--- config.mk ---
export PLATFORM = sky130hd
export DESIGN_NAME = delay_chain_sequencer
export DESIGN_NICKNAME = d
export VERILOG_FILES = /design/src/rtl/delay_calc_pkg.sv /design/src/rtl/seq_watchdog.sv /design/src/rtl/delay_chain_sequencer.sv
export SDC_FILE = /design/constraint.sdc
export NUM_CORES = 1
export LEC_CHECK = 0
export ABC_AREA = 1
export ABC_CLOCK_PERIOD_IN_PS = 4350
export BUFFER_PORTS_ARGS = -buffer_cell sky130_fd_sc_hd__buf_4
export CORE_MARGIN = 2
export CORE_UTILIZATION = 30
export CTS_CLUSTER_DIAMETER = 50
export DETAILED_ROUTE_END_ITERATION = 10
export GPL_ROUTABILITY_DRIVEN = 0
export PLACE_DENSITY_LB_ADDON = 0.12
export SLEW_MARGIN = 40
export SYNTH_ARGS = -nofsm -noshare
export SYNTH_HDL_FRONTEND = slang
export SYNTH_SLANG_ARGS = --single-unit
--- constraint.sdc ---
create_clock -name clk -period 4.35 [get_ports clk]
set_input_delay 0.2175 -clock clk [delete_from_list [all_inputs] [get_ports clk]]
set_output_delay 0.2175 -clock clk [all_outputs]
set_load 0.05 [all_outputs]
--- src/rtl/delay_calc_pkg.sv ---
// rtl/delay_calc_pkg.sv - shared widths, sequencer states and operand bundle for the delay calculator
// Contents:
//   NW/AW/ASQW/EW/CW  field widths derived from the integer/fractional splits
//   seq_state_t       sequencer state encoding
//   calc_operands_t   operand registers presented to the calculator
//   idx_width()       element index width (never below 1 bit)
package delay_calc_pkg;

  localparam int N_DW_INTEGER        = 13;
  localparam int A_DW_INTEGER        = 3;
  localparam int ERROR_DW_INTEGER    = 14;
  localparam int INC_TERM_DW_INTEGER = 16;
  localparam int DW_FRACTIONAL       = 2;

  localparam int NW   = N_DW_INTEGER + DW_FRACTIONAL + 1;
  localparam int AW   = A_DW_INTEGER + DW_FRACTIONAL + 1;
  localparam int ASQW = 2 * A_DW_INTEGER + DW_FRACTIONAL + 1;
  localparam int EW   = ERROR_DW_INTEGER + DW_FRACTIONAL + 1;
  localparam int CW   = INC_TERM_DW_INTEGER + DW_FRACTIONAL + 1;

  typedef enum logic [2:0] {
    IDLE  = 3'd0,
    FETCH = 3'd1,
    ISSUE = 3'd2,
    WAIT  = 3'd3,
    EMIT  = 3'd4,
    DONE  = 3'd5
  } seq_state_t;

  typedef struct packed {
    logic        [NW-1:0]   n_prev;
    logic signed [AW-1:0]   a_prev;
    logic        [ASQW-1:0] a_prev_sq;
    logic signed [CW-1:0]   comp_term;
    logic signed [CW-1:0]   comp_term_prev;
    logic signed [EW-1:0]   error_prev;
  } calc_operands_t;

  function automatic int idx_width(input int n);
    return (n > 1) ? $clog2(n) : 1;
  endfunction

endpackage

--- src/rtl/seq_watchdog.sv ---
// rtl/seq_watchdog.sv - saturating cycle counter guarding the calculator response
// Ports:
//   clk, rst    clock, async active-high reset
//   i_clear     restart the count at zero
//   i_enable    count one cycle
//   o_expired   count has reached TIMEOUT_CYCLES-1
module seq_watchdog #(
  parameter int TIMEOUT_CYCLES = 64
) (
  input  logic clk,
  input  logic rst,
  input  logic i_clear,
  input  logic i_enable,
  output logic o_expired
);

  localparam int              CNTW  = $clog2(TIMEOUT_CYCLES);
  localparam logic [CNTW-1:0] LIMIT = CNTW'(TIMEOUT_CYCLES - 1);

  logic [CNTW-1:0] r_count;

  // Saturates at LIMIT so o_expired stays asserted until the next clear.
  always_ff @(posedge clk or posedge rst) begin
    if (rst) begin
      r_count <= '0;
    end else if (i_clear) begin
      r_count <= '0;
    end else if (i_enable && (r_count != LIMIT)) begin
      r_count <= r_count + CNTW'(1);
    end
  end

  assign o_expired = (r_count == LIMIT);

endmodule

--- src/rtl/delay_chain_sequencer.sv ---
// rtl/delay_chain_sequencer.sv - per-element initiator of the incremental delay calculator
// Ports:
//   clk, rst                         clock, async active-high reset
//   i_start, i_n_seed                scanline start pulse and starting delay
//   o_busy, o_done, o_timeout_err    scanline status (timeout_err sticky until next start)
//   i_ct_valid/o_ct_ready/i_ct_data  comparator-term input stream
//   o_calc_initiate, o_calc_*_prev,
//   o_calc_comp_term                 calculator request and held operands
//   i_calc_*_next, i_calc_ready      calculator results
//   o_dly_valid/i_dly_ready,
//   o_dly_data/o_dly_index/o_dly_last delay output stream
module delay_chain_sequencer
  import delay_calc_pkg::*;
#(
  parameter int  NUM_ELEMENTS   = 64,
  parameter int  TIMEOUT_CYCLES = 64,
  localparam int IW             = idx_width(NUM_ELEMENTS)
) (
  input  logic                   clk,
  input  logic                   rst,
  input  logic                   i_start,
  input  logic        [NW-1:0]   i_n_seed,
  output logic                   o_busy,
  output logic                   o_done,
  output logic                   o_timeout_err,
  input  logic                   i_ct_valid,
  output logic                   o_ct_ready,
  input  logic signed [CW-1:0]   i_ct_data,
  output logic                   o_calc_initiate,
  output logic        [NW-1:0]   o_calc_n_prev,
  output logic signed [AW-1:0]   o_calc_a_prev,
  output logic        [ASQW-1:0] o_calc_a_prev_sq,
  output logic signed [CW-1:0]   o_calc_comp_term,
  output logic signed [CW-1:0]   o_calc_comp_term_prev,
  output logic signed [EW-1:0]   o_calc_error_prev,
  input  logic        [NW-1:0]   i_calc_n_next,
  input  logic signed [AW-1:0]   i_calc_a_next,
  input  logic        [ASQW-1:0] i_calc_a_next_sq,
  input  logic signed [CW-1:0]   i_calc_comp_term_next,
  input  logic signed [EW-1:0]   i_calc_error_next,
  input  logic                   i_calc_ready,
  output logic                   o_dly_valid,
  input  logic                   i_dly_ready,
  output logic        [NW-1:0]   o_dly_data,
  output logic        [IW-1:0]   o_dly_index,
  output logic                   o_dly_last
);

  localparam logic [IW-1:0] LAST_IDX = IW'(NUM_ELEMENTS - 1);

  seq_state_t     r_state;
  calc_operands_t r_ops;
  logic [IW-1:0]  r_index;
  logic           r_first;
  logic           r_busy;
  logic           r_done;
  logic           r_timeout_err;
  logic           r_calc_initiate;
  logic           r_dly_valid;
  logic [NW-1:0]  r_dly_data;
  logic [IW-1:0]  r_dly_index;
  logic           r_dly_last;

  seq_state_t     w_state_next;
  calc_operands_t w_ops_next;
  logic [IW-1:0]  w_index_next;
  logic           w_first_next;
  logic           w_busy_next;
  logic           w_done_next;
  logic           w_timeout_err_next;
  logic           w_calc_initiate_next;
  logic           w_dly_valid_next;
  logic [NW-1:0]  w_dly_data_next;
  logic [IW-1:0]  w_dly_index_next;
  logic           w_dly_last_next;

  logic           w_wd_clear;
  logic           w_wd_enable;
  logic           w_wd_expired;

  // The count restarts while the request is issued, so the first WAIT cycle sees zero.
  assign w_wd_clear  = (r_state == ISSUE);
  assign w_wd_enable = (r_state == WAIT);

  seq_watchdog #(
    .TIMEOUT_CYCLES(TIMEOUT_CYCLES)
  ) u_watchdog (
    .clk      (clk),
    .rst      (rst),
    .i_clear  (w_wd_clear),
    .i_enable (w_wd_enable),
    .o_expired(w_wd_expired)
  );

  always_ff @(posedge clk or posedge rst) begin
    if (rst) begin
      r_state         <= IDLE;
      r_ops           <= '0;
      r_index         <= '0;
      r_first         <= 1'b0;
      r_busy          <= 1'b0;
      r_done          <= 1'b0;
      r_timeout_err   <= 1'b0;
      r_calc_initiate <= 1'b0;
      r_dly_valid     <= 1'b0;
      r_dly_data      <= '0;
      r_dly_index     <= '0;
      r_dly_last      <= 1'b0;
    end else begin
      r_state         <= w_state_next;
      r_ops           <= w_ops_next;
      r_index         <= w_index_next;
      r_first         <= w_first_next;
      r_busy          <= w_busy_next;
      r_done          <= w_done_next;
      r_timeout_err   <= w_timeout_err_next;
      r_calc_initiate <= w_calc_initiate_next;
      r_dly_valid     <= w_dly_valid_next;
      r_dly_data      <= w_dly_data_next;
      r_dly_index     <= w_dly_index_next;
      r_dly_last      <= w_dly_last_next;
    end
  end

  always_comb begin
    w_state_next         = r_state;
    w_ops_next           = r_ops;
    w_index_next         = r_index;
    w_first_next         = r_first;
    w_busy_next          = r_busy;
    w_done_next          = 1'b0;
    w_timeout_err_next   = r_timeout_err;
    w_calc_initiate_next = 1'b0;
    w_dly_valid_next     = r_dly_valid;
    w_dly_data_next      = r_dly_data;
    w_dly_index_next     = r_dly_index;
    w_dly_last_next      = r_dly_last;

    case (r_state)
      IDLE: begin
        if (i_start) begin
          w_state_next          = FETCH;
          w_ops_next.n_prev     = i_n_seed;
          w_ops_next.a_prev     = '0;
          w_ops_next.a_prev_sq  = '0;
          w_ops_next.error_prev = '0;
          w_index_next          = '0;
          w_first_next          = 1'b1;
          w_timeout_err_next    = 1'b0;
          w_busy_next           = 1'b1;
        end
      end

      FETCH: begin
        // ct_ready is decoded from FETCH, so ct_valid alone completes the handshake.
        if (i_ct_valid) begin
          w_ops_next.comp_term = i_ct_data;
          // The first element has no predecessor; it is its own previous term.
          if (r_first) begin
            w_ops_next.comp_term_prev = i_ct_data;
          end
          w_state_next         = ISSUE;
          w_calc_initiate_next = !i_calc_ready;
        end
      end

      ISSUE: begin
        // Initiate is registered: it is high this cycle only if calc_ready was low
        // last cycle, otherwise keep waiting for the calculator to drop its old result.
        if (r_calc_initiate) begin
          w_state_next = WAIT;
        end else begin
          w_calc_initiate_next = !i_calc_ready;
        end
      end

      WAIT: begin
        if (i_calc_ready) begin
          w_ops_next.n_prev         = i_calc_n_next;
          w_ops_next.a_prev         = i_calc_a_next;
          w_ops_next.a_prev_sq      = i_calc_a_next_sq;
          w_ops_next.error_prev     = i_calc_error_next;
          w_ops_next.comp_term_prev = i_calc_comp_term_next;
          w_first_next              = 1'b0;
          w_state_next              = EMIT;
          w_dly_valid_next          = 1'b1;
          w_dly_data_next           = i_calc_n_next;
          w_dly_index_next          = r_index;
          w_dly_last_next           = (r_index == LAST_IDX);
        end else if (w_wd_expired) begin
          w_timeout_err_next = 1'b1;
          w_state_next       = DONE;
          w_done_next        = 1'b1;
        end
      end

      EMIT: begin
        if (i_dly_ready) begin
          w_dly_valid_next = 1'b0;
          if (r_dly_last) begin
            w_state_next = DONE;
            w_done_next  = 1'b1;
          end else begin
            w_index_next = r_index + IW'(1);
            w_state_next = FETCH;
          end
        end
      end

      DONE: begin
        w_state_next = IDLE;
        w_busy_next  = 1'b0;
      end

      default: begin
        w_state_next = IDLE;
      end
    endcase
  end

  assign o_ct_ready            = (r_state == FETCH);
  assign o_busy                = r_busy;
  assign o_done                = r_done;
  assign o_timeout_err         = r_timeout_err;
  assign o_calc_initiate       = r_calc_initiate;
  assign o_calc_n_prev         = r_ops.n_prev;
  assign o_calc_a_prev         = r_ops.a_prev;
  assign o_calc_a_prev_sq      = r_ops.a_prev_sq;
  assign o_calc_comp_term      = r_ops.comp_term;
  assign o_calc_comp_term_prev = r_ops.comp_term_prev;
  assign o_calc_error_prev     = r_ops.error_prev;
  assign o_dly_valid           = r_dly_valid;
  assign o_dly_data            = r_dly_data;
  assign o_dly_index           = r_dly_index;
  assign o_dly_last            = r_dly_last;

endmodule

### Word level (Yosys, flattened, before mapping)

Cells that the tools add are included.

| storage, ports and cells | value |
|---|---|
| flip-flop bits (word level) | 130 |
| latch bits | 0 |
| bits in writable memories | 0 |
| memory bits (read-only) | 0 |
| input bits | 108 |
| output and inout port bits | 115 |
| word-level logic and storage cells | 98 |
| memories | 0 |

| operators by class | value |
|---|---|
| $add $sub $neg | 2 |
| multiply operators | 0 |
| divide/modulo/power cells | 0 |
| $lt $le $gt $ge | 0 |
| equal/unequal tests | 18 |
| shift-type cells | 0 |
| muxes and demuxes | 42 |
| bitwise gates (word level) | 0 |
| reduce and logical (&&, ||, !) cells | 18 |

Operators by type and width:

| operator | count |
|---|---|
| 31-bit 2-to-1 mux | 2 |
| 31-bit case mux with 2 select lines | 1 |
| 19-bit 2-to-1 mux | 2 |
| 19-bit case mux with 2 select lines | 1 |
| 36-bit 2-to-1 mux | 1 |
| 17-bit case mux with 2 select lines | 1 |
| 6-bit 2-to-1 mux | 5 |
| 3-bit 2-to-1 mux | 7 |
| 17-bit 2-to-1 mux | 1 |
| 2-bit != test (second input constant) | 8 |
| 3-bit case mux with 5 select lines | 1 |
| 1-bit 2-to-1 mux | 13 |
| 6-bit by 1-bit adder with 6-bit output (second input constant) | 2 |
| 6-bit equality test (second input constant) | 2 |
| 1-bit case mux with 2 select lines | 6 |
| 6-bit case mux with 2 select lines | 1 |
| 4-bit AND reduction | 3 |
| 2-bit nonzero test | 6 |
| 3-bit by 2-bit equality test with 1-bit output (second input constant) | 2 |
| 3-bit equality test (second input constant) | 2 |
| 6-bit != test (second input constant) | 1 |
| 2-bit AND reduction | 3 |
| 3-bit AND reduction | 2 |
| 5-bit AND reduction | 1 |
| 6 further kinds | 6 |

### Depth between registers and ports, before layout

Gate-level depths: netlist of run 1.

| logic depth | value |
|---|---|
| depth after elaboration | 4 |
| gate-level depth with buffers | 9 |
| gate-level depth less buffers | 8 |

### Cells and area by module

A second synthesis of run 1 with hierarchy kept.

| unflattened totals | value |
|---|---|
| cell total of the unflattened synthesis | 724 |
| area, all modules | 5,836.8 µm² |

Modules (own cells, without submodules):

| module | instances | cells an instance | area an instance (µm²) | sequential area each (µm²) |
|---|---|---|---|---|
| delay_chain_sequencer | 1 | 670 | 5,447.7 | 3,103.0 |
| seq_watchdog | 1 | 54 | 389.1 | 150.1 |

### Worst setup path before layout of run 1

Ideal clock, no wire load.

| timing path | value |
|---|---|
| path type | flip-flop to flip-flop |
| start point | reg r_state[1] |
| end point | reg r_ops (netlist bit o_calc_comp_term[10]) |
| library setup time | 67 ps |
| data arrival time | 1,350 ps |
| data required time | 4,283 ps |
| slack | 2,934 ps |
| cell stages (with the launch flop) | 6 |
| path buffers | 2 |
| period minus slack after synthesis | 1,416 ps |
| path through | dfrtp_1 > buf_2 > nor3_4 > buf_2 > nand3_1 > nand2_1 |

| on the way | value |
|---|---|
| longest elaborated chain between the ends | 2 |

RTL lines:

| item | RTL line | RTL |
|---|---|---|
| start, declared | delay_chain_sequencer.sv:51 | `seq_state_t r_state;` |
| start signal, assigned | delay_chain_sequencer.sv:110 | `r_state <= w_state_next;` |
| 3-bit by 1-bit equality test with 1-bit output | n/a |  |
| via o_ct_ready | delay_chain_sequencer.sv:27 | `output logic o_ct_ready,` |
| 2-bit AND reduction (no line) | n/a |  |
| end signal, assigned | delay_chain_sequencer.sv:111 | `r_ops <= w_ops_next;` |
| end, declared | delay_chain_sequencer.sv:52 | `calc_operands_t r_ops;` |

The timed path passes the listed nets, and every way through them passes these cells.
A chain may end at the register's enable or synchronous reset.

### Final worst setup path of run 1

| timing path | value |
|---|---|
| start point | reg r_state[1] |
| end point | reg r_ops (netlist bit o_calc_a_prev_sq[6]) |

| on the way | value |
|---|---|
| longest elaborated chain between the ends | 3 |
| elaborated cells on any way between the ends | 7 |
| classes of those cells | eq/ne (3); mux (1); reduce/logical (3) |

RTL lines:

| item | RTL line | RTL |
|---|---|---|
| 3-bit by 2-bit equality test with 1-bit output or 3-bit zero test (tied branches) | delay_chain_sequencer.sv:139 | `case (r_state)` |
| 2-bit != test (no line) or 2-bit nonzero test (tied branches) | n/a |  |
| 3-bit AND reduction (no line) | n/a |  |

Parallel ways exist; a longest one is shown, timed or not.

==> results of run 1 <==
-- worst max path at each step --
stage | slack, ns | end | start | depth (start not counted)
2_1_floorplan | 0.66 | o_busy$_DFFE_PP0P_ | rst | 1
3_3_place_gp | 1.95 | o_calc_comp_term_prev[17]$_DFFE_PP0P_ | r_state[1]$_DFFE_PP0P_ | 8
3_5_place_dp | 1.90 | o_calc_comp_term_prev[18]$_DFFE_PP0P_ | r_state[1]$_DFFE_PP0P_ | 8
4_1_cts | 1.88 | o_calc_comp_term_prev[18]$_DFFE_PP0P_ | r_state[1]$_DFFE_PP0P_ | 8
5_1_grt | 1.66 | o_calc_n_prev[2]$_DFFE_PP0P_ | r_state[1]$_DFFE_PP0P_ | 6
6_report | 1.98 | o_calc_a_prev_sq[6]$_DFFE_PP0P_ | r_state[1]$_DFFE_PP0P_ | 6
-- worst min-delay path: stages --
cell     delay [ns]
buf_4          0.09
nand2_1        0.05
nand2_1        0.04
-- final cells by class --
type / instances / share of cell area (%)
flip-flops and latches: 130 / 38.4
clock inverters: 11 / 1.52
inverters: 34 / 1.63
well taps: 265 / 3.92
multi-input cells: 498 / 27.2
repair buffers: 240 / 21.8
clock buffers: 21 / 5.56
-- kinds of logic (layout without fill, tap and decap cells) --
logic type	after synthesis	count (layout)	share of synthesized area [%]
buffers and inverters	72	306	5.69
adders and majority gates	2	2	0.425
xor gates and xnor gates	5	5	0.744
DFF	130	130	55.2
AOI/OAI and AO/OA	70	70	7.16
and+or+nand+nor	421	421	30.8
-- placed cells by master (no fill, tap or decap), types with 4 or more instances in the layout --
master	netlist	layout
nand2_1	279	279
buf_4	5	224
dfrtp_1	130	130
nand3_1	92	92
o21ai_0	37	37
nor2_1	32	32
inv_1	30	29
clkbuf_16	0	17
a31oi_1	16	16
dlygate4sd3_1	0	15
o21ai_2	10	10
clkinv_4	0	4
-- layer usage --
metal	track usage [%]	vias to the layer above	routed length, microns
li1	-	2702	-
met1	23.1	2531	8040
met2	28.6	150	8710
met3	3.81	20	1060
met4	6.76	0	328
met5	0	-	0
-- metrics by stage --
stage	worst slack, ns	power (mW)	instance area [sq um]	hold WS, ns
after floorplan	0.663	5.05	5890	0.281
after global placement	1.95	6.26	7710	0.426
after detailed placement	1.90	6.28	7710	0.425
after CTS	1.88	7.77	8460	0.00241
after global routing	1.66	8.18	8470	0.00683
final	1.98	7.69	8470	0.0105
-- power by group through the flow --
stage                     combinational (mW)  sequential (mW)  clock, mW
final                                   4.17             2.06       1.46
after global routing                    4.50             2.13       1.55
after CTS                               4.21             2.06       1.50
after detailed placement                4.20             2.08          0
after global placement                  4.18             2.08          0
after floorplan                         1.40             3.65          0
-- flip-flops by register name, indices dropped and copies added (netlist names) --
register	count
o_calc_initiate	1
o_dly_last	1
o_dly_index	6
o_calc_a_prev_sq	9
o_calc_comp_term	19
u_watchdog.r_count	6
r_state	3
r_first	1
o_dly_valid	1
o_calc_error_prev	17
o_done	1
o_calc_comp_term_prev	19
r_index	6
o_calc_n_prev	16
o_calc_a_prev	6
o_busy	1
o_dly_data	16
o_timeout_err	1
-- timing repair --
item                                   CTS  global route
hold buffers                            15             0
setup endpoints to repair                0             0
endpoints found under the hold margin  115             0
buffers inserted                         0             0
==> summary.txt, run 1 <==
Route
  • Avg WL per Cell: 15.1 microns
  • Post-route ant nets: 0
  • DRC violations left: 0
  • DRT iter0 DRCs: 282
  • Drt pass-1 iters: 5
  • Routed WL: 18.1 mm
  • Vias per std cell: 4.51
  • Via Count: 5403

Finish
  • Area occupied by multi-input gates: 2300 sq um
  • Synth-to-Final Area Change: 43.7%
  • Filler cell count: 1972
  • Finished Core Util: 43.8%
  • Share of cells above drive strength 1: 30.7%
  • Final instance count without filler cells: 1199
  • Register area: 3250 sq um
  • Antenna cells: 0
  • Final net count: 1031

Critical path
  • Slowest cell on crit path: nand2_4
  • Crit path required time: 4.70 ns
  • Reg-to-Reg Start: r_state[1]$_DFFE_PP0P_
  • Reg2reg end: o_calc_a_prev_sq[6]$_DFFE_PP0P_
  • Worst path cell trace: nand2_1 -> nor2_4 -> nand2_4 -> nand2_4 -> nand3_1 -> nand2_1
  • Buf/Inv on CP: 0
  • Worst Reg-to-Reg Cells: 6
  • Crit. End Element: register
  • Critical path's top delay family: simple AND/OR/NAND/NOR gates
  • CP startpoint kind: register
  • Crit-path max cell delay: 0.69 ns
  • Register-to-Register Setup Slack: 1.98 ns
  • Largest fanout on the critical path: 64
  • Arr. time, crit path: 2.73 ns
  • Crit path kind: register to register

Synth
  • Number of enable flip-flop cells after synthesis: 0
  • #FFs+latches synth: 130
  • Sequential area share after synthesis: 55.2%
  • Synth area leaders: dfrtp_1 (55%), nand2_1 (18%), nand3_1 (7.8%)
  • Syn. warnings: 0
  • Top-count cell post-synth: nand2_1
  • Leading area contributor after synthesis: dfrtp_1
  • Post-synthesis cell type count: 33
  • Post-synth ARST share: 100%
  • Avg Inst Size Synth: 8.42 sq um
  • Post-Syn Area: 5890 sq um
  • Most used DFF post-synth: dfrtp_1
  • Post-synth top area share: 55.2%
  • Post-synthesis instance total: 700
  • Syn_nets: 810
  • Commonest cells in the netlist: nand2_1 (279), dfrtp_1 (130), nand3_1 (92)

Floorplan
  • I/O pins: 223
  • Die Ht: 144 microns
  • Die ar.: 20800 sq um
  • # rows: 51
  • Core area: 19300 sq um
  • Die Wd: 144 microns
  • Initial Util: 30.5%

Run status
  • Status: finished clean

Timing
  • Worst-margin pin slew: 0.762 ns
  • Slew Viols, Final: 0
  • Fmax: 421 MHz
  • Final period utilization: 54.6%
  • Unrepaired setup endpoints after global routing: no
  • Final min period: 2.37 ns
  • Total negative setup slack: 0 ns
  • Slew HR: 49.2%
  • Endpoints failing hold: 0
  • Final Skew: 0.00867 ns
  • Setup-violating endpoint count in the final report: 0

Power
  • Power Internal: 3.77 mW
  • Sw Share: 51.0%
  • Comb pwr share: 54.2%
  • Sequential share of power: 26.8%
  • NetSw: 3.92 mW
  • Leakage: 4.49 nW
  • Worst vdd ir: 0.382 mV
  • Clock share of power: 19.0%
  • Power per standard cell area: 908 nW/um^2

GRT
  • GRT Util Overall: 17.6%
  • Vias in the first global route: 5372
  • First-pass GRT wire length: 28.2 mm
  • Initial antenna violation count: 0
  • Total grt overflow: 0
  • Largest net degree at the start of global routing: 103

Clock tree
  • Max Root-Sink Buffers: 2
  • CTS clk-pin slew, worst paths: 0.06 ns
  • CTS Buf Count: 17
  • H-tree Lvls: 4
  • Root Buffer Master: clkbuf_16
  • CTS tree: yes
  • Worst-skew pair later-pin latency: 0.42 ns
  • # clock sinks: 130
  • Post-CTS Resized: 0

Placement
  • Dpl hpwl: 12.3 mm
  • DP Cell Count: 1152
  • IO buf count: 222

Hold path
  • Hold Path Cell Cnt: 3
  • Hold Path End: o_dly_data[9]$_DFFE_PP0P_
  • Worst min-delay path category: primary input to register
  • HP Start: i_calc_n_next[9]

Flow run
  • MaxCap Viol Count: 0
Power figures use the tool's default switching activity.
==> inputs of run 2 (changes only) <==
Settings changed: ABC_AREA 1 to 0, ABC_CLOCK_PERIOD_IN_PS 4350 to 2100.
Clock period 4.35 ns to 2.1 ns, I/O delays scaled along.
==> summary.txt, run 2 <==
Run status
  • Status: finished clean

Route
  • DRC violations left: 0 (unchanged)
  • Post-route ant nets: 0 (unchanged)
  • Vias per std cell: 4.57 (+1.5%)
  • Via Count: 5043 (-6.7%)
  • Drt pass-1 iters: 4 (-1)
  • Routed WL: 17.1 mm (-5.5%)
  • Avg WL per Cell: 15.5 microns (+2.7%)
  • DRT iter0 DRCs: 217 (-23%)

GRT
  • First-pass GRT wire length: 27.4 mm (-2.7%)
  • GRT Util Overall: 17.4% (-0.27 points)
  • Total grt overflow: 0 (unchanged)
  • Largest net degree at the start of global routing: 131 (+27%)
  • Initial antenna violation count: 0 (unchanged)
  • Vias in the first global route: 5201 (-3.2%)

Synth
  • Most used DFF post-synth: dfrtp_1
  • Sequential area share after synthesis: 56.8% (+1.6 points)
  • Avg Inst Size Synth: 10.7 sq um (+28%)
  • Post-synthesis instance total: 533 (-24%)
  • Commonest cells in the netlist: nand2_1 (135), dfrtp_1 (130), o21ai_0 (38)
  • Number of enable flip-flop cells after synthesis: 0 (unchanged)
  • Synth area leaders: dfrtp_1 (57%), nand2_1 (8.9%), mux2_2 (5.3%)
  • Post-synth top area share: 56.8% (+1.6 points)
  • Top-count cell post-synth: nand2_1
  • Syn. warnings: 0 (unchanged)
  • #FFs+latches synth: 130 (unchanged)
  • Leading area contributor after synthesis: dfrtp_1
  • Post-synthesis cell type count: 42 (+27%)
  • Post-Syn Area: 5730 sq um (-2.8%)
  • Post-synth ARST share: 100% (unchanged)
  • Syn_nets: 643 (-21%)

Clock tree
  • H-tree Lvls: 4 (unchanged)
  • Worst-skew pair later-pin latency: 0.42 ns (about the same)
  • Post-CTS Resized: 0 (unchanged)
  • Post-CTS Hold Buffers: 103 (+88)
  • # clock sinks: 130 (unchanged)
  • CTS tree: yes
  • CTS Buf Count: 17 (unchanged)
  • Root Buffer Master: clkbuf_16
  • # Post-CTS Setup Buffers: 0 (unchanged)
  • Max Root-Sink Buffers: 2 (unchanged)
  • CTS clk-pin slew, worst paths: 0.06 ns (about the same)

Timing
  • Fmax: 565 MHz (+34%)
  • Worst-margin pin slew: 0.731 ns (-0.0311 ns)
  • Total negative setup slack: 0 ns (unchanged)
  • Slew HR: 51.3% (+2.1 points)
  • Final min period: 1.77 ns (-0.603 ns)
  • Final period utilization: 84.3% (+30 points)
  • Unrepaired setup endpoints after global routing: no
  • Endpoints failing hold: 0 (unchanged)
  • Setup-violating endpoint count in the final report: 0 (unchanged)
  • Slew Viols, Final: 0 (unchanged)
  • Final setup margin: 0.329 ns (-1.65 ns)
  • Final Skew: 0.00824 ns (-0.000425 ns)

Finish
  • Antenna cells: 0 (unchanged)
  • Synth-to-Final Area Change: 60.9%
  • Filler cell count: 1712 (-13%)
  • Final net count: 966 (-6.3%)
  • Commonest non-fill, non-tap cell in the layout: buf_4
  • Finished Core Util: 49.3% (+5.5 points)
  • Share of cells above drive strength 1: 36.4% (+5.6 points)
  • Commonest non-fill, non-tap cells in the layout: buf_4 (228), nand2_1 (135), dfrtp_1 (130), dlygate4sd3_1 (103), o21ai_0 (38)
  • Final instance count without filler cells: 1103 (-8.0%)

Floorplan
  • # rows: 50 (-2.0%)
  • Die Ht: 142 microns (-1.4%)
  • Die Wd: 142 microns (-1.4%)
  • Initial Util: 30.6% (+0.14 points)
  • I/O pins: 223 (unchanged)
  • Core area: 18700 sq um (-3.3%)
  • Die ar.: 20200 sq um (-2.7%)

Power
  • Power per standard cell area: 1550 nW/um^2 (+70%)
  • Leakage: 4.38 nW (-2.4%)
  • Worst vdd ir: 0.751 mV (+96%)
  • Total power draw: 14.2 mW (+85%)

Placement
  • IO buf count: 222 (unchanged)
  • Pre-CTS setup slack: 0.353 ns (-1.55 ns)
  • DP Cell Count: 968 (-16%)
  • Dpl hpwl: 11.3 mm (-8.3%)

Critical path
  • Crit. End Element: register
  • Buf/Inv on CP: 0 (unchanged)
  • WP depth: 5 (-1)
  • Slowest cell on crit path: dfrtp_1
  • Worst path cell trace: ha_1 -> and4_4 -> and2_1 -> o311a_1 -> o2bb2ai_1
  • CP startpoint kind: register
  • Critical path's top delay family: compound AO/OA/AOI/OAI gates
  • Worst Reg-to-Reg Cells: 5 (-1)
  • Crit path kind: register to register
  • Arr. time, crit path: 2.07 ns (-0.66 ns)
  • Largest fanout on the critical path: 6 (-91%)
  • Crit-path max cell delay: 0.44 ns (-0.25 ns)
  • Crit path required time: 2.40 ns (-2.30 ns)

Flow run
  • MaxCap Viol Count: 0 (unchanged)

Hold path
  • Hold Path Cell Cnt: 3 (unchanged)
  • Worst min-delay path category: primary input to register
run 2: cell types whose count changed after synthesis, sizes merged, moves of 5 or more:
cell    before  now
inv         34    5
nand2b       0    5
mux2         0   43
nand3       95    8
nor2        36   28
a31oi       16   21
mux2i        0   17
o21ai       49   60
nand2      284  136
a21oi        1    8
run 2: layer usage:
| layer | vias to the layer above | wire, microns | track usage [%] |
|---|---|---|---|
| met4 | 0 | 265 | 5.95 |
| met1 | 2434 | 7600 | 22.0 |
| met2 | 123 | 8510 | 29.2 |
| li1 | 2465 | - | - |
| met5 | - | 0 | 0 |
| met3 | 21 | 771 | 3.94 |
run 2: final cells by class:
| class | count | area [sq um] | share of cell area [%] |
|---|---|---|---|
| Inverter | 5 | 22.5 | 0.244 |
| Clock inverter | 11 | 88.8 | 0.964 |
| Timing Repair Buffer | 338 | 2880 | 31.3 |
| Tap cell | 234 | 293 | 3.18 |
| Clock buffer | 21 | 450 | 4.89 |
| Sequential cell | 130 | 3250 | 35.3 |
| Multi-Input combinational cell | 364 | 2220 | 24.1 |
run 2: tightest hold or removal path, stage by stage:
cell and delay [ns]:
buf_4 0.08, mux2i_1 0.05, o21ai_0 0.15
run 2: final timing paths:
check | end | start | slack, ns
max reg2reg | r_state[0]$_DFFE_PP0P_ | u_watchdog.r_count[0]$_DFFE_PP0P_ | 0.33
min in group asynchronous | o_calc_n_prev[6]$_DFFE_PP0P_ | rst | 0.48
min reg2reg | o_calc_a_prev_sq[5]$_DFFE_PP0P_ | o_calc_a_prev_sq[5]$_DFFE_PP0P_ | 0.48
max | r_state[0]$_DFFE_PP0P_ | u_watchdog.r_count[0]$_DFFE_PP0P_ | 0.33
min | o_calc_n_prev[12]$_DFFE_PP0P_ | i_n_seed[12] | 0.01
max in group asynchronous | o_calc_error_prev[7]$_DFFE_PP0P_ | rst | 1.08
run 2: stage by stage:
| stage | hold slack (ns) | cell area, sq um |
|---|---|---|
| after CTS | 0.00553 | 9210 |
| after global routing | 0.0183 | 9210 |
| final | 0.0102 | 9210 |
| after floorplan | 0.232 | 5730 |
| after detailed placement | 0.353 | 7640 |
| after global placement | 0.348 | 7640 |
run 2: power by group:
part / leakage [nW] / internal (mW) / switching (mW) / total [mW]
clock: 0.266 / 1.64 / 1.09 / 2.73
combinational: 2.48 / 2.57 / 4.96 / 7.53
sequential: 1.63 / 3.39 / 0.587 / 3.98
total: 4.38 / 7.61 / 6.64 / 14.2
run 2: cells by family after synthesis:
logic type | synth area share (%)
AOI/OAI and AO/OA | 10.3
xor gates and xnor gates | 0.765
adders and majority gates | 0.437
buffers and inverters | 4.68
DFF | 56.8
muxes | 12.5
and+or+nand+nor | 14.5
==> inputs of run 3 (changes only) <==
Settings changed: ABC_CLOCK_PERIOD_IN_PS 2100 to 1600.
Clock period 2.1 ns to 1.6 ns, I/O delays scaled along.
==> summary.txt, run 3 (synthesis results as in run 2) <==
Placement
  • Pre-CTS setup slack: 0.0132 ns (-0.340 ns)
  • IO buf count: 222 (unchanged)
  • Dpl hpwl: 11.7 mm (+4.0%)

Timing
  • Final min period: 1.60 ns (-0.176 ns)
  • Slew HR: 70.9% (+20 points)
  • Endpoints failing hold: 0 (unchanged)
  • Worst-margin pin slew: 0.437 ns (-0.294 ns)
  • Final setup margin: 0.00433 ns (-0.324 ns)
  • Fmax: 627 MHz (+11%)
  • Slew Viols, Final: 0 (unchanged)
  • Final Skew: 0.00902 ns (+0.000782 ns)
  • Unrepaired setup endpoints after global routing: yes
  • Final period utilization: 99.7% (+15 points)
  • Setup-violating endpoint count in the final report: 0 (unchanged)

GRT
  • First-pass GRT wire length: 27.1 mm (-1.4%)
  • Largest net degree at the start of global routing: 70 (-47%)
  • Total grt overflow: 0 (unchanged)
  • Initial antenna violation count: 1 (+1)
  • GRT Util Overall: 17.0% (-0.31 points)
  • Vias in the first global route: 5314 (+2.2%)

Floorplan
  • I/O pins: 223 (unchanged)
  • Die ar.: 20200 sq um (unchanged)
  • # rows: 50 (unchanged)
  • Die Ht: 142 microns (unchanged)
  • Core area: 18700 sq um (unchanged)
  • Die Wd: 142 microns (unchanged)
  • Initial Util: 30.6% (unchanged)

Flow run
  • MaxCap Viol Count: 0 (unchanged)

Critical path
  • Slowest cell on crit path: dfrtp_1
  • Reg-to-Reg Start: u_watchdog.r_count[0]$_DFFE_PP0P_
  • Crit. End Element: register
  • Arr. time, crit path: 1.91 ns (-0.16 ns)
  • Crit path kind: register to register
  • Largest fanout on the critical path: 5 (-1)
  • Crit-path max cell delay: 0.39 ns (-0.05 ns)
  • First element of the critical path: u_watchdog.r_count[0]$_DFFE_PP0P_
  • Worst path cell trace: ha_2 -> and4_4 -> and2_4 -> o311a_1 -> mux2i_1
  • CP startpoint kind: register
  • Crit path required time: 1.91 ns (-0.49 ns)

Route
  • DRC violations left: 0 (unchanged)
  • Vias per std cell: 4.56 (-0.30%)
  • Post-route ant nets: 0 (unchanged)
  • Via Count: 5110 (+1.3%)
  • Drt pass-1 iters: 4 (unchanged)
  • Routed WL: 17.2 mm (+0.48%)
  • Avg WL per Cell: 15.4 microns (-1.1%)
  • DRT iter0 DRCs: 226 (+4.1%)

Power
  • Power per standard cell area: 2070 nW/um^2 (+34%)
  • Worst vdd ir: 0.717 mV (-4.5%)
  • Leakage: 4.52 nW (+3.2%)

Clock tree
  • Root Buffer Master: clkbuf_16
  • CTS tree: yes
  • CTS Buf Count: 17 (unchanged)
  • CTS clk-pin slew, worst paths: 0.06 ns (about the same)
  • # clock sinks: 130 (unchanged)
  • H-tree Lvls: 4 (unchanged)
  • Worst-skew pair later-pin latency: 0.41 ns (about the same)
  • Max Root-Sink Buffers: 2 (unchanged)

Finish
  • Synth-to-Final Area Change: 66.2%
  • Commonest non-fill, non-tap cells in the layout: buf_4 (240), nand2_1 (135), dfrtp_1 (128), dlygate4sd3_1 (105), o21ai_0 (38)
  • Final net count: 983 (+1.8%)
  • Finished Core Util: 50.9% (+1.6 points)
  • Commonest non-fill, non-tap cell in the layout: buf_4
  • Share of cells above drive strength 1: 38.8% (+2.5 points)

Run status
  • Status: finished clean

Hold path
  • Worst min-delay path category: primary input to register
  • HP Start: i_ct_valid
==> run 3: stage by stage <==
step                setup TNS [ns]  cells  hold slack [ns]  area (sq um)  power [mW]
CTS                              0   1119           0.0413          9480        19.8
floorplan                   -11.60    533            0.207          5730        12.1
detailed placement               0    982            0.247          7760        15.2
finish                           0   1121           0.0631          9520        19.7
global route               -0.0966   1121           0.0844          9520        20.7
global placement                 0    982            0.253          7760        15.0
==> run 3: path summary, 6_finish.rpt <==
| kind | end | slack (ns) | cells past startpoint |
|---|---|---|---|
| hold reg to reg | o_calc_a_prev_sq[4]$_DFFE_PP0P_ | 0.48 | 2 |
| setup reg to reg | r_state[1]$_DFFE_PP0P_ | 0.004 | 5 |
| min in group asynchronous | o_dly_data[6]$_DFFE_PP0P_ | 0.38 | 4 |
| setup / recovery | r_state[1]$_DFFE_PP0P_ | 0.004 | 5 |
| max in group asynchronous | o_calc_comp_term[3]$_DFFE_PP0P_ | 0.85 | 4 |
| hold / removal | o_calc_initiate$_DFF_PP0_ | 0.06 | 3 |
==> run 3: repair_timing <==
item,in CTS,in global routing
endpoints found under the setup margin,2,24
hold buffers,105,0
gates resized for setup,4,8
buffers inserted,0,1
pin swaps,0,4
hold endpoints to repair,236,0
==> run 3: power by group <==
group	total, mW	internal, mW	switching [mW]
combinational	10.2	3.59	6.63
clock	4.27	2.81	1.46
sequential	5.19	4.46	0.729
==> run 3: layout make-up <==
class                      count  area, sq um
clock buffer                  19          443
clock inverter                13          209
inverter                       5         22.5
tap                          234          293
antenna                        1         2.50
timing repair buffer         355         3040
sequential                   130         3260
fill                        1695         9190
multi-input combinational    364         2260
==> run 3: layer usage <==
layer  global-route usage, %  vias to the layer above  part of all wire [%]  wire length, microns
met5                       0                        -                     0                     0
met4                    6.95                        0                   2.4                   415
met3                    4.27                       30                   4.6                   784
met2                    28.8                      145                    51                  8760
met1                    20.8                     2435                    42                  7270
li1                        -                     2500                     -                     -
==> run 3: worst max-delay path: cells and delay by family (launching register included) <==
| family | cells | cell delay (ns) |
|---|---|---|
| flops | 1 | 0.39 |
| simple gates | 2 | 0.37 |
| compound gates | 1 | 0.33 |
| mux | 1 | 0.21 |
| fa+ha+maj | 1 | 0.19 |
